### config.mk
export PLATFORM = sky130hd
export DESIGN_NAME = spi_master_sequencer
export DESIGN_NICKNAME = d
export VERILOG_FILES = /design/src/rtl/spi_bridge_pkg.sv /design/src/rtl/spi_clk_gen.sv /design/src/rtl/spi_master_sequencer.sv
export SDC_FILE = /design/constraint.sdc
export NUM_CORES = 1
export LEC_CHECK = 0
export ABC_AREA = 1
export CORE_MARGIN = 2
export CORE_UTILIZATION = 45
export CTS_CLUSTER_SIZE = 28
export DETAILED_ROUTE_END_ITERATION = 8
export PLACE_DENSITY = 0.68
export SLEW_MARGIN = 0
export SYNTH_ARGS = -nofsm -noshare
export SYNTH_HDL_FRONTEND = slang
export SYNTH_SLANG_ARGS = --single-unit
### constraint.sdc
create_clock -name PCLK -period 1.9 [get_ports PCLK]
set_input_delay 0.38 -clock PCLK [delete_from_list [all_inputs] [get_ports PCLK]]
set_output_delay 0.38 -clock PCLK [all_outputs]
set_load 0.03 [all_outputs]
### src/rtl/spi_bridge_pkg.sv
// spi_bridge_pkg: shared state type and command-entry layout for the SPI master sequencer.
package spi_bridge_pkg;
    typedef enum logic [3:0] {
        S_IDLE, S_POP, S_LOAD, S_WAIT_RSP, S_SETUP, S_SHIFT, S_HOLD, S_PUSH, S_GAP
    } seq_state_t;
    localparam int CMD_RW_BIT   = 16;
    localparam int CMD_ADDR_MSB = 15;
    localparam int CMD_ADDR_LSB = 8;
    localparam int CMD_DATA_MSB = 7;
    localparam int CMD_DATA_LSB = 0;
    localparam int FRAME_BITS   = 16;
endpackage

### src/rtl/spi_clk_gen.sv
// spi_clk_gen: SCLK half-period divider with single-cycle rise/fall strobes.
module spi_clk_gen #(
    parameter int CLK_DIV = 2
) (
    input  logic clk_i,
    input  logic rst_n_i,
    input  logic run_i,
    output logic sclk_o,
    output logic rise_tick_o,
    output logic fall_tick_o
);
    localparam logic [7:0] LAST = 8'(CLK_DIV - 1);
    logic [7:0] cnt_q;
    logic sclk_q;
    logic tick;
    assign tick        = run_i && cnt_q == LAST;
    assign rise_tick_o = tick && !sclk_q;
    assign fall_tick_o = tick && sclk_q;
    assign sclk_o      = sclk_q;
    // Idle counter is preloaded so the first run cycle already produces the rising edge.
    always_ff @(posedge clk_i) begin
        if (!rst_n_i || !run_i) begin
            cnt_q  <= LAST;
            sclk_q <= 1'b0;
        end else if (tick) begin
            cnt_q  <= '0;
            sclk_q <= ~sclk_q;
        end else begin
            cnt_q <= cnt_q + 8'd1;
        end
    end
endmodule

### src/rtl/spi_master_sequencer.sv
// spi_master_sequencer: pops command entries, runs SPI mode-0 frames, pushes read responses.
module spi_master_sequencer
    import spi_bridge_pkg::*;
#(
    parameter int WIDTH    = 8,
    parameter int CLK_DIV  = 2,
    parameter int CS_SETUP = 2,
    parameter int CS_HOLD  = 2,
    parameter int IDLE_GAP = 2
) (
    input  logic             PCLK,
    input  logic             PRESET_N,
    input  logic             enable,
    input  logic             w_empty,
    input  logic             w_valid,
    input  logic [2*WIDTH:0] w_dout,
    input  logic             w_rd_rst_busy,
    output logic             w_rd_en,
    input  logic             r_full,
    input  logic             r_wr_rst_busy,
    output logic             r_wr_en,
    output logic [WIDTH-1:0] r_din,
    output logic             SCLK,
    output logic             MOSI,
    input  logic             MISO,
    output logic             CS_n,
    output logic             busy,
    output logic [15:0]      txn_count
);
    localparam logic [15:0] SETUP_LAST = 16'(CS_SETUP - 1);
    localparam logic [15:0] SHIFT_LAST = 16'(FRAME_BITS * 2 * CLK_DIV - 1);
    localparam logic [15:0] HOLD_LAST  = 16'(CS_HOLD - 1);
    localparam logic [15:0] GAP_LAST   = 16'(IDLE_GAP - 1);

    seq_state_t            state_q;
    logic [15:0]           cnt_q;
    logic [FRAME_BITS-1:0] sr_q;
    logic [WIDTH-1:0]      cap_q;
    logic [WIDTH-1:0]      r_din_q;
    logic [15:0]           txn_q;
    logic rw_q, cs_n_q, mosi_q, w_rd_en_q, r_wr_en_q, busy_q;
    logic go, run, rise_tick, fall_tick;

    assign go  = enable && !w_empty && !w_rd_rst_busy && !r_wr_rst_busy;
    // The divider starts one cycle early so SCLK is already high in the first SHIFT cycle.
    assign run = (state_q == S_SETUP && cnt_q == SETUP_LAST) ||
                 (state_q == S_SHIFT && cnt_q != SHIFT_LAST);

    spi_clk_gen #(.CLK_DIV(CLK_DIV)) u_clk (
        .clk_i      (PCLK),
        .rst_n_i    (PRESET_N),
        .run_i      (run),
        .sclk_o     (SCLK),
        .rise_tick_o(rise_tick),
        .fall_tick_o(fall_tick)
    );

    always_ff @(posedge PCLK) begin
        if (!PRESET_N) begin
            state_q   <= S_IDLE;
            cnt_q     <= '0;
            sr_q      <= '0;
            cap_q     <= '0;
            r_din_q   <= '0;
            txn_q     <= '0;
            rw_q      <= 1'b0;
            cs_n_q    <= 1'b1;
            mosi_q    <= 1'b0;
            w_rd_en_q <= 1'b0;
            r_wr_en_q <= 1'b0;
            busy_q    <= 1'b0;
        end else begin
            w_rd_en_q <= 1'b0;
            r_wr_en_q <= 1'b0;
            cnt_q     <= cnt_q + 16'd1;
            if (rise_tick) cap_q <= {cap_q[WIDTH-2:0], MISO};
            if (fall_tick) begin
                sr_q   <= sr_q << 1;
                mosi_q <= sr_q[FRAME_BITS-2];
            end
            case (state_q)
                S_IDLE: if (go) begin
                    state_q   <= S_POP;
                    w_rd_en_q <= 1'b1;
                    busy_q    <= 1'b1;
                end
                S_POP: state_q <= S_LOAD;
                S_LOAD: if (w_valid) begin
                    rw_q <= w_dout[CMD_RW_BIT];
                    sr_q <= {w_dout[CMD_ADDR_MSB:CMD_ADDR_LSB],
                             w_dout[CMD_DATA_MSB:CMD_DATA_LSB] & {WIDTH{w_dout[CMD_RW_BIT]}}};
                    if (!w_dout[CMD_RW_BIT] && r_full) begin
                        state_q <= S_WAIT_RSP;
                    end else begin
                        state_q <= S_SETUP;
                        cs_n_q  <= 1'b0;
                        mosi_q  <= w_dout[CMD_ADDR_MSB];
                        cnt_q   <= '0;
                    end
                end
                S_WAIT_RSP: if (!r_full) begin
                    state_q <= S_SETUP;
                    cs_n_q  <= 1'b0;
                    mosi_q  <= sr_q[FRAME_BITS-1];
                    cnt_q   <= '0;
                end
                S_SETUP: if (cnt_q == SETUP_LAST) begin
                    state_q <= S_SHIFT;
                    cnt_q   <= '0;
                end
                S_SHIFT: if (cnt_q == SHIFT_LAST) begin
                    state_q <= S_HOLD;
                    cnt_q   <= '0;
                end
                S_HOLD: if (cnt_q == HOLD_LAST) begin
                    cs_n_q <= 1'b1;
                    cnt_q  <= '0;
                    if (rw_q) begin
                        state_q <= S_GAP;
                        txn_q   <= txn_q + 16'd1;
                    end else begin
                        state_q   <= S_PUSH;
                        r_wr_en_q <= 1'b1;
                        r_din_q   <= cap_q;
                    end
                end
                S_PUSH: begin
                    state_q <= S_GAP;
                    txn_q   <= txn_q + 16'd1;
                    cnt_q   <= '0;
                end
                S_GAP: if (cnt_q == GAP_LAST) begin
                    if (go) begin
                        state_q   <= S_POP;
                        w_rd_en_q <= 1'b1;
                    end else begin
                        state_q <= S_IDLE;
                        busy_q  <= 1'b0;
                    end
                end
                default: state_q <= S_IDLE;
            endcase
        end
    end

    assign w_rd_en   = w_rd_en_q;
    assign r_wr_en   = r_wr_en_q;
    assign r_din     = r_din_q;
    assign MOSI      = mosi_q;
    assign CS_n      = cs_n_q;
    assign busy      = busy_q;
    assign txn_count = txn_q;
endmodule
# After elaboration in Yosys (flattened, before gate mapping)
# Cells that the tools add are included.
dict set report totals {
  register_bits 83
  output_inout_bits 30
  wordCells 116
}
dict set report op_classes {
  add_sub_neg 3
  eq_ne 22
  n_mux 42
  n_bitwise 3
  n_reduce_logical 31
}
# op n
set ops {}
lappend ops {{$mux W16} 10}
lappend ops {{$pmux W16 S5} 1}
lappend ops {{$pmux W4 S9} 1}
lappend ops {{$add A16 B1 Y16 const B} 2}
lappend ops {{$mux W4} 8}
lappend ops {{$pmux W16 S2} 1}
lappend ops {{$eq A16 B1 Y1 const B} 1}
lappend ops {{$eq A16 B6 Y1 const B} 1}
lappend ops {{$eq A4 B3 Y1 const B} 4}
lappend ops {{$mux W1} 16}
lappend ops {{$ne A16 B6 Y1 const B} 1}
lappend ops {{$ne A2 B2 Y1 const B} 8}
lappend ops {{$logic_and A1 B1 Y1} 9}
lappend ops {{$reduce_and A3 Y1} 3}
lappend ops {{$add A8 B1 Y8 const B} 1}
lappend ops {{$and A8 B8 Y8} 1}
lappend ops {{$eq A4 B2 Y1 const B} 2}
lappend ops {{$eq A8 B1 Y1 const B} 1}
lappend ops {{$logic_not A1 Y1} 7}
lappend ops {{$reduce_and A7 Y1} 1}
lappend ops {{$pmux W1 S2} 3}
lappend ops {{$reduce_and A5 Y1} 1}
lappend ops {{$eq A4 B1 Y1 const B} 1}
lappend ops {{$eq A4 B4 Y1 const B} 1}
lappend ops {{11 further kinds} 16}

# Longest topological paths before layout
dict set report depth {
  ltp_word 9
  ltp_mapped 15
}

# By module
# Synthesis repeated with hierarchy kept, for this count alone.
dict set report unflattened {
  cells_unflattened 598
  area_unflattened_um2 4130.2
}
# mod instances cells_each area_per_inst_um2 seq_area_each_um2
set modules_own_cells {}
lappend modules_own_cells {spi_master_sequencer 1 526 3667.3 1481.4}
lappend modules_own_cells {spi_clk_gen 1 72 462.9 180.2}

# Worst setup path before layout
# Ideal clock, no wire load.
dict set report synth_timing {
  path_kind {register to register}
  from {reg txn_q[0] (netlist: txn_count[0])}
  to {reg txn_q[11] (netlist: txn_count[11])}
  arrival_time_ps 1522
  required_ps 1784
  setup_slack_ps 263
  path_stages_with_launch 10
  path_buffers 0
  synth_period_minus_slack_ps 1637
  path_cell_list {dfxtp_1 inv_1 nor3_1 inv_1 nor2_4 nand3_4 nor2_4 nand2_1 o21ai_1 nor2_1}
}
dict set report synth_between {
  elab_chain_cells 4
}
# item line
set synth_rtl {}
lappend synth_rtl {{from (decl)} spi_master_sequencer.sv:40} ;# logic [15:0] txn_q;
lappend synth_rtl {{from (signal assigned)} spi_master_sequencer.sv:120} ;# txn_q <= txn_q + 16'd1;
lappend synth_rtl {{from (signal assigned)} spi_master_sequencer.sv:129} ;# txn_q <= txn_q + 16'd1;
lappend synth_rtl {{$add A16 B1 Y16 *} {spi_master_sequencer.sv:120, spi_master_sequencer.sv:129}}
lappend synth_rtl {{$mux W16} spi_master_sequencer.sv:118} ;# if (rw_q) begin
lappend synth_rtl {{$mux W16} spi_master_sequencer.sv:115} ;# S_HOLD: if (cnt_q == HOLD_LAST) begin
lappend synth_rtl {{$pmux W16 S2 *} spi_master_sequencer.sv:81} ;# case (state_q)
# Every way passes the cells marked *; elsewhere a longest branch is shown, timed or not. The select of a mux whose other input is x is not followed.
# A chain may end at the register's enable or synchronous reset.

# Final worst setup path
dict set report layout_timing {
  from {reg txn_q[12] (netlist: txn_count[12])}
  to {out txn_count[12]}
}
# item line
set layout_lines {}
lappend layout_lines {{to (decl)} spi_master_sequencer.sv:28} ;# output logic [15:0] txn_count
# No word-level cell between the ends.

==> impl_metrics.xml <==
<?xml version="1.0" encoding="UTF-8"?>
<metrics>
  <group name="synth">
    <metric name="mean_cell_area_of_the_mapped_netlist" unit="um^2">7.48</metric>
    <metric name="ys_types" unit="">40</metric>
    <metric name="postSynthCellCount" unit="">531</metric>
    <metric name="synth.cell_area" unit="um^2">3970</metric>
    <metric name="synth_xor_area_share" unit="%">3.31</metric>
    <metric name="total_nets_after_synthesis" unit="">562</metric>
    <metric name="yosys_warnings" unit="">0</metric>
    <metric name="yosys-mux-area-fraction" unit="%">0</metric>
    <metric name="main_combinational_cell_family_by_area_after_synthesis" unit="">simple AND/OR/NAND/NOR gates</metric>
    <metric name="synth_compound_area_share" unit="%">14.5</metric>
    <metric name="synth_seq_cells" unit="">83</metric>
    <metric name="post_synthesis_sequential_area_ratio" unit="%">41.8</metric>
    <metric name="post_synth_fa_ha_maj_area_fraction" unit="%">1.57</metric>
    <metric name="post_synthesis_simple_gate_area_fraction" unit="%">30.2</metric>
  </group>
  <group name="sta">
    <metric name="post-route-period-util" unit="%">96.6</metric>
    <metric name="setup_viol" unit="">0</metric>
    <metric name="timing_max_transition_violations_final" unit="">0</metric>
    <metric name="timing.slew.headroom" unit="%">74.4</metric>
    <metric name="fmax" unit="GHz">0.545</metric>
    <metric name="fin_worst_skew" unit="ns">0.0101</metric>
    <metric name="grt_setup_unrepaired" unit="">yes</metric>
    <metric name="final.min_clock_period" unit="ns">1.84</metric>
    <metric name="fin_tns_setup" unit="ns">0</metric>
    <metric name="final_hold_viol_count" unit="">0</metric>
    <metric name="tightestPinTransition" unit="ns">0.383</metric>
    <metric name="final_critical_path_setup_slack" unit="ns">0.0641</metric>
  </group>
  <group name="drt">
    <metric name="remaining_drc_errors" unit="">0</metric>
    <metric name="wire_length_reported_by_the_detailed_router" unit="um">8960</metric>
    <metric name="avgViaCountPerCell" unit="">5.03</metric>
    <metric name="detailedRoute.firstIterationViolations" unit="">128</metric>
    <metric name="detailroute.via_count" unit="">3638</metric>
    <metric name="ant_nets" unit="">0</metric>
    <metric name="avgRoutedWirePerCell" unit="um">12.4</metric>
    <metric name="drtPass1Iterations" unit="">4</metric>
  </group>
  <group name="pwr">
    <metric name="pwr-share-clk" unit="%">28.5</metric>
    <metric name="cellInternalPower" unit="mW">2.80</metric>
    <metric name="ir_worst_vdd" unit="V">0.000542</metric>
    <metric name="switching_power" unit="mW">1.45</metric>
    <metric name="power_density_over_the_cells" unit="nW/um^2">844</metric>
    <metric name="cellLeakagePower" unit="nW">1.97</metric>
    <metric name="seq_power_share" unit="%">45.8</metric>
    <metric name="fraction_of_power_consumed_by_combinational_cells" unit="%">25.6</metric>
    <metric name="netSwitchingFraction" unit="%">34.1</metric>
  </group>
  <group name="cts">
    <metric name="ctsHtreeMaxLevel" unit="">3</metric>
    <metric name="clock_sinks" unit="">83</metric>
    <metric name="cts.path.max_buffers" unit="">2</metric>
    <metric name="cts_root_buf" unit="">sky130_fd_sc_hd__clkbuf_8</metric>
    <metric name="tritoncts" unit="">yes</metric>
    <metric name="worst_skew_pair.late_latency" unit="ns">0.36</metric>
    <metric name="cts_made_buffers" unit="">9</metric>
    <metric name="clkTransAtPathRegs" unit="ns">0.09</metric>
  </group>
  <group name="setup_path">
    <metric name="critPathCaptureType" unit="">output port</metric>
    <metric name="slowest_stage" unit="">sky130_fd_sc_hd__clkdlybuf4s50_1</metric>
    <metric name="cp.arrival" unit="ns">1.46</metric>
    <metric name="ff2ff_setup_slack" unit="ns">0.11</metric>
    <metric name="critical_path.top_delay_family" unit="">buffers and inverters</metric>
    <metric name="path_cells" unit="">clkdlybuf4s50_1</metric>
    <metric name="critical_path.max_stage_delay" unit="ns">0.70</metric>
    <metric name="cp-start-kind" unit="">flop</metric>
    <metric name="setup.worst_path.class" unit="">flop to output port</metric>
    <metric name="critPathMaxFanout" unit="">4</metric>
    <metric name="cp_data_required_time" unit="ns">1.52</metric>
    <metric name="critPathBufInv" unit="">1</metric>
  </group>
  <group name="final_layout">
    <metric name="drive_above_1_share" unit="%">15.9</metric>
    <metric name="multi_input_comb_area" unit="um^2">2020</metric>
    <metric name="filler_cell_count" unit="">805</metric>
    <metric name="utilization_of_the_core_after_routing" unit="%">58.3</metric>
    <metric name="n_antenna_cell" unit="">0</metric>
    <metric name="register_area" unit="um^2">1670</metric>
    <metric name="finalNetCount" unit="">641</metric>
    <metric name="layout-area-overhead-vs-synth" unit="%">26.6</metric>
  </group>
  <group name="global_routing">
    <metric name="pin_count_of_the_biggest_net_entering_global_routing" unit="">29</metric>
    <metric name="grt_use_met3" unit="%">2.86</metric>
    <metric name="grtUsageTotal" unit="%">19.0</metric>
    <metric name="grt_pass1_vias" unit="">3459</metric>
    <metric name="grt.busiest_layer" unit="">met2</metric>
    <metric name="met1_usage" unit="%">25.4</metric>
    <metric name="global_route.overflow_total" unit="">0</metric>
    <metric name="grt_pass1_wl" unit="um">15300</metric>
    <metric name="grt.met2_usage" unit="%">31.3</metric>
    <metric name="antenna_found_initial" unit="">0</metric>
  </group>
  <group name="placed_design">
    <metric name="hpwlAfterDp" unit="um">6390</metric>
    <metric name="gp_routability_congestion" unit="">0.882</metric>
    <metric name="pre_cts_ws" unit="ns">0.0125</metric>
    <metric name="port-buffer-count" unit="">55</metric>
  </group>
  <group name="floorplan">
    <metric name="floorplan.rows" unit="">34</metric>
    <metric name="die_h" unit="um">98.0</metric>
    <metric name="die-width" unit="um">98.0</metric>
    <metric name="die-area" unit="um^2">9600</metric>
    <metric name="floorplan.io_pins" unit="">56</metric>
    <metric name="floorplan.initialDensity" unit="%">46.0</metric>
    <metric name="floorplan.core_area" unit="um^2">8640</metric>
  </group>
  <group name="flow_run">
    <metric name="timing.max_cap.violations" unit="">0</metric>
  </group>
  <group name="worst_hold_path">
    <metric name="timing.hold.worst.class" unit="">flop to flop</metric>
  </group>
  <group name="run_status">
    <metric name="status" unit="">finished, final reports clean</metric>
  </group>
</metrics>
## placed cells by master (no fill, tap or decap), types with 3 or more instances in the layout
| cell type | synthesis | routed |
|---|---|---|
| sky130_fd_sc_hd__clkbuf_8 | 0 | 9 |
| sky130_fd_sc_hd__inv_2 | 5 | 6 |
| sky130_fd_sc_hd__o21ai_0 | 24 | 24 |
| sky130_fd_sc_hd__xor2_1 | 9 | 9 |
| sky130_fd_sc_hd__nand4_1 | 7 | 7 |
| sky130_fd_sc_hd__inv_1 | 61 | 59 |
| sky130_fd_sc_hd__nand2_1 | 93 | 91 |
| sky130_fd_sc_hd__nor3_1 | 12 | 12 |
| sky130_fd_sc_hd__a21oi_1 | 53 | 53 |
| sky130_fd_sc_hd__clkinv_4 | 0 | 3 |
| sky130_fd_sc_hd__dfxtp_1 | 83 | 77 |
| sky130_fd_sc_hd__dlygate4sd2_1 | 0 | 3 |
| sky130_fd_sc_hd__o211ai_1 | 10 | 10 |
| sky130_fd_sc_hd__nor2_4 | 5 | 5 |
| sky130_fd_sc_hd__clkinvlp_4 | 0 | 3 |
| sky130_fd_sc_hd__buf_4 | 0 | 26 |
| sky130_fd_sc_hd__nor2_1 | 49 | 47 |
| sky130_fd_sc_hd__xnor2_1 | 6 | 6 |
| sky130_fd_sc_hd__dfxtp_2 | 0 | 5 |
| sky130_fd_sc_hd__clkdlybuf4s50_1 | 0 | 50 |
| sky130_fd_sc_hd__nor3b_1 | 6 | 5 |
| sky130_fd_sc_hd__nand2_2 | 10 | 9 |
| sky130_fd_sc_hd__nand3_2 | 2 | 3 |
| sky130_fd_sc_hd__o21ai_1 | 7 | 7 |
| sky130_fd_sc_hd__ha_1 | 5 | 4 |
| sky130_fd_sc_hd__nand2_4 | 2 | 4 |
| sky130_fd_sc_hd__nand3_1 | 40 | 39 |
| sky130_fd_sc_hd__nor2_2 | 7 | 9 |
## cells in the mapped netlist, drive strengths merged
master	instances	area [um^2]
nand3	43	238
nor3b	6	45.0
o211ai	10	75.1
xnor2	6	52.6
inv	66	248
clkinv	1	3.75
nor4	3	33.8
o211a	1	10.0
nor2	61	284
a21oi	53	265
o21ai	31	155
o21a	2	15.0
clkbuf	4	15.0
dfxtp	83	1660
ha	5	62.6
a211oi	2	20.0
nand2	105	434
a311oi	1	8.76
nand4	7	43.8
buf	10	75.1
xor2	9	78.8
and3	1	11.3
o21bai	1	7.51
or2	2	12.5
nor3	15	96.4
a31oi	2	12.5
o2111ai	1	8.76
## metal layers
layer  vias to the layer above  wire length, um
met5                         -                0
li1                       1905                -
met3                        12              344
met4                         0              150
met2                        61             4250
met1                      1660             4210
## final cells by class
class,count,share of cell area [%]
multi-input cells,367,40.1
well taps,108,2.69
inverters,67,5.07
clock buffers,9,2.46
repair buffers,82,15.2
flip-flops and latches,83,33.2
clock inverters,7,1.22
## cells by family after synthesis
group / count (synthesis)
simple gates: 243
compound gates: 104
flops: 83
buf+inv: 81
xor+xnor: 15
fa+ha+maj: 5
## sequential cells by signal, summed over array words and instances, names as in the netlist
register	flops
w_rd_en	1
state_q	4
u_clk.cnt_q	8
CS_n	1
r_wr_en	1
sr_q	16
rw_q	1
cap_q	8
txn_count	16
busy	1
u_clk.sclk_o	1
r_din	8
MOSI	1
cnt_q	16
## power groups by stage
| stage | Clock (mW) | Combinational (mW) | Sequential (mW) |
|---|---|---|---|
| floorplan | 0 | 0.661 | 2.03 |
| global placement | 0 | 0.993 | 1.98 |
| detailed placement | 0 | 1.01 | 1.98 |
| CTS | 1.24 | 1.01 | 1.94 |
| global route | 1.30 | 1.21 | 1.96 |
| finish | 1.21 | 1.09 | 1.95 |
## what timing repair did
item                       in CTS  in global routing
setup endpoints to repair       3                 33
hold buffers                    0                  0
pin swaps                       0                  9
gates cloned                    0                  0
resized for setup               3                 22
setup buffers                   0                  8
## per-stage QoR
step / power (mW) / instances / instance area (um^2) / hold WS (ns)
4_1_cts: 4.19 / 715 / 4910 / 0.451
5_1_grt: 4.48 / 723 / 5030 / 0.460
2_1_floorplan: 2.69 / 531 / 3970 / 0.433
3_5_place_dp: 2.99 / 699 / 4720 / 0.436
6_report: 4.25 / 723 / 5030 / 0.444
3_3_place_gp: 2.97 / 699 / 4720 / 0.433
## final timing paths
path,start,endpoint,cells past startpoint
setup reg to reg,state_q[3],txn_count[11],12
hold / removal,cnt_q[0],cnt_q[0],1
hold reg to reg,cnt_q[0],cnt_q[0],1
setup / recovery,txn_count[12],txn_count[12],1
(Power assumes the default switching activity.)
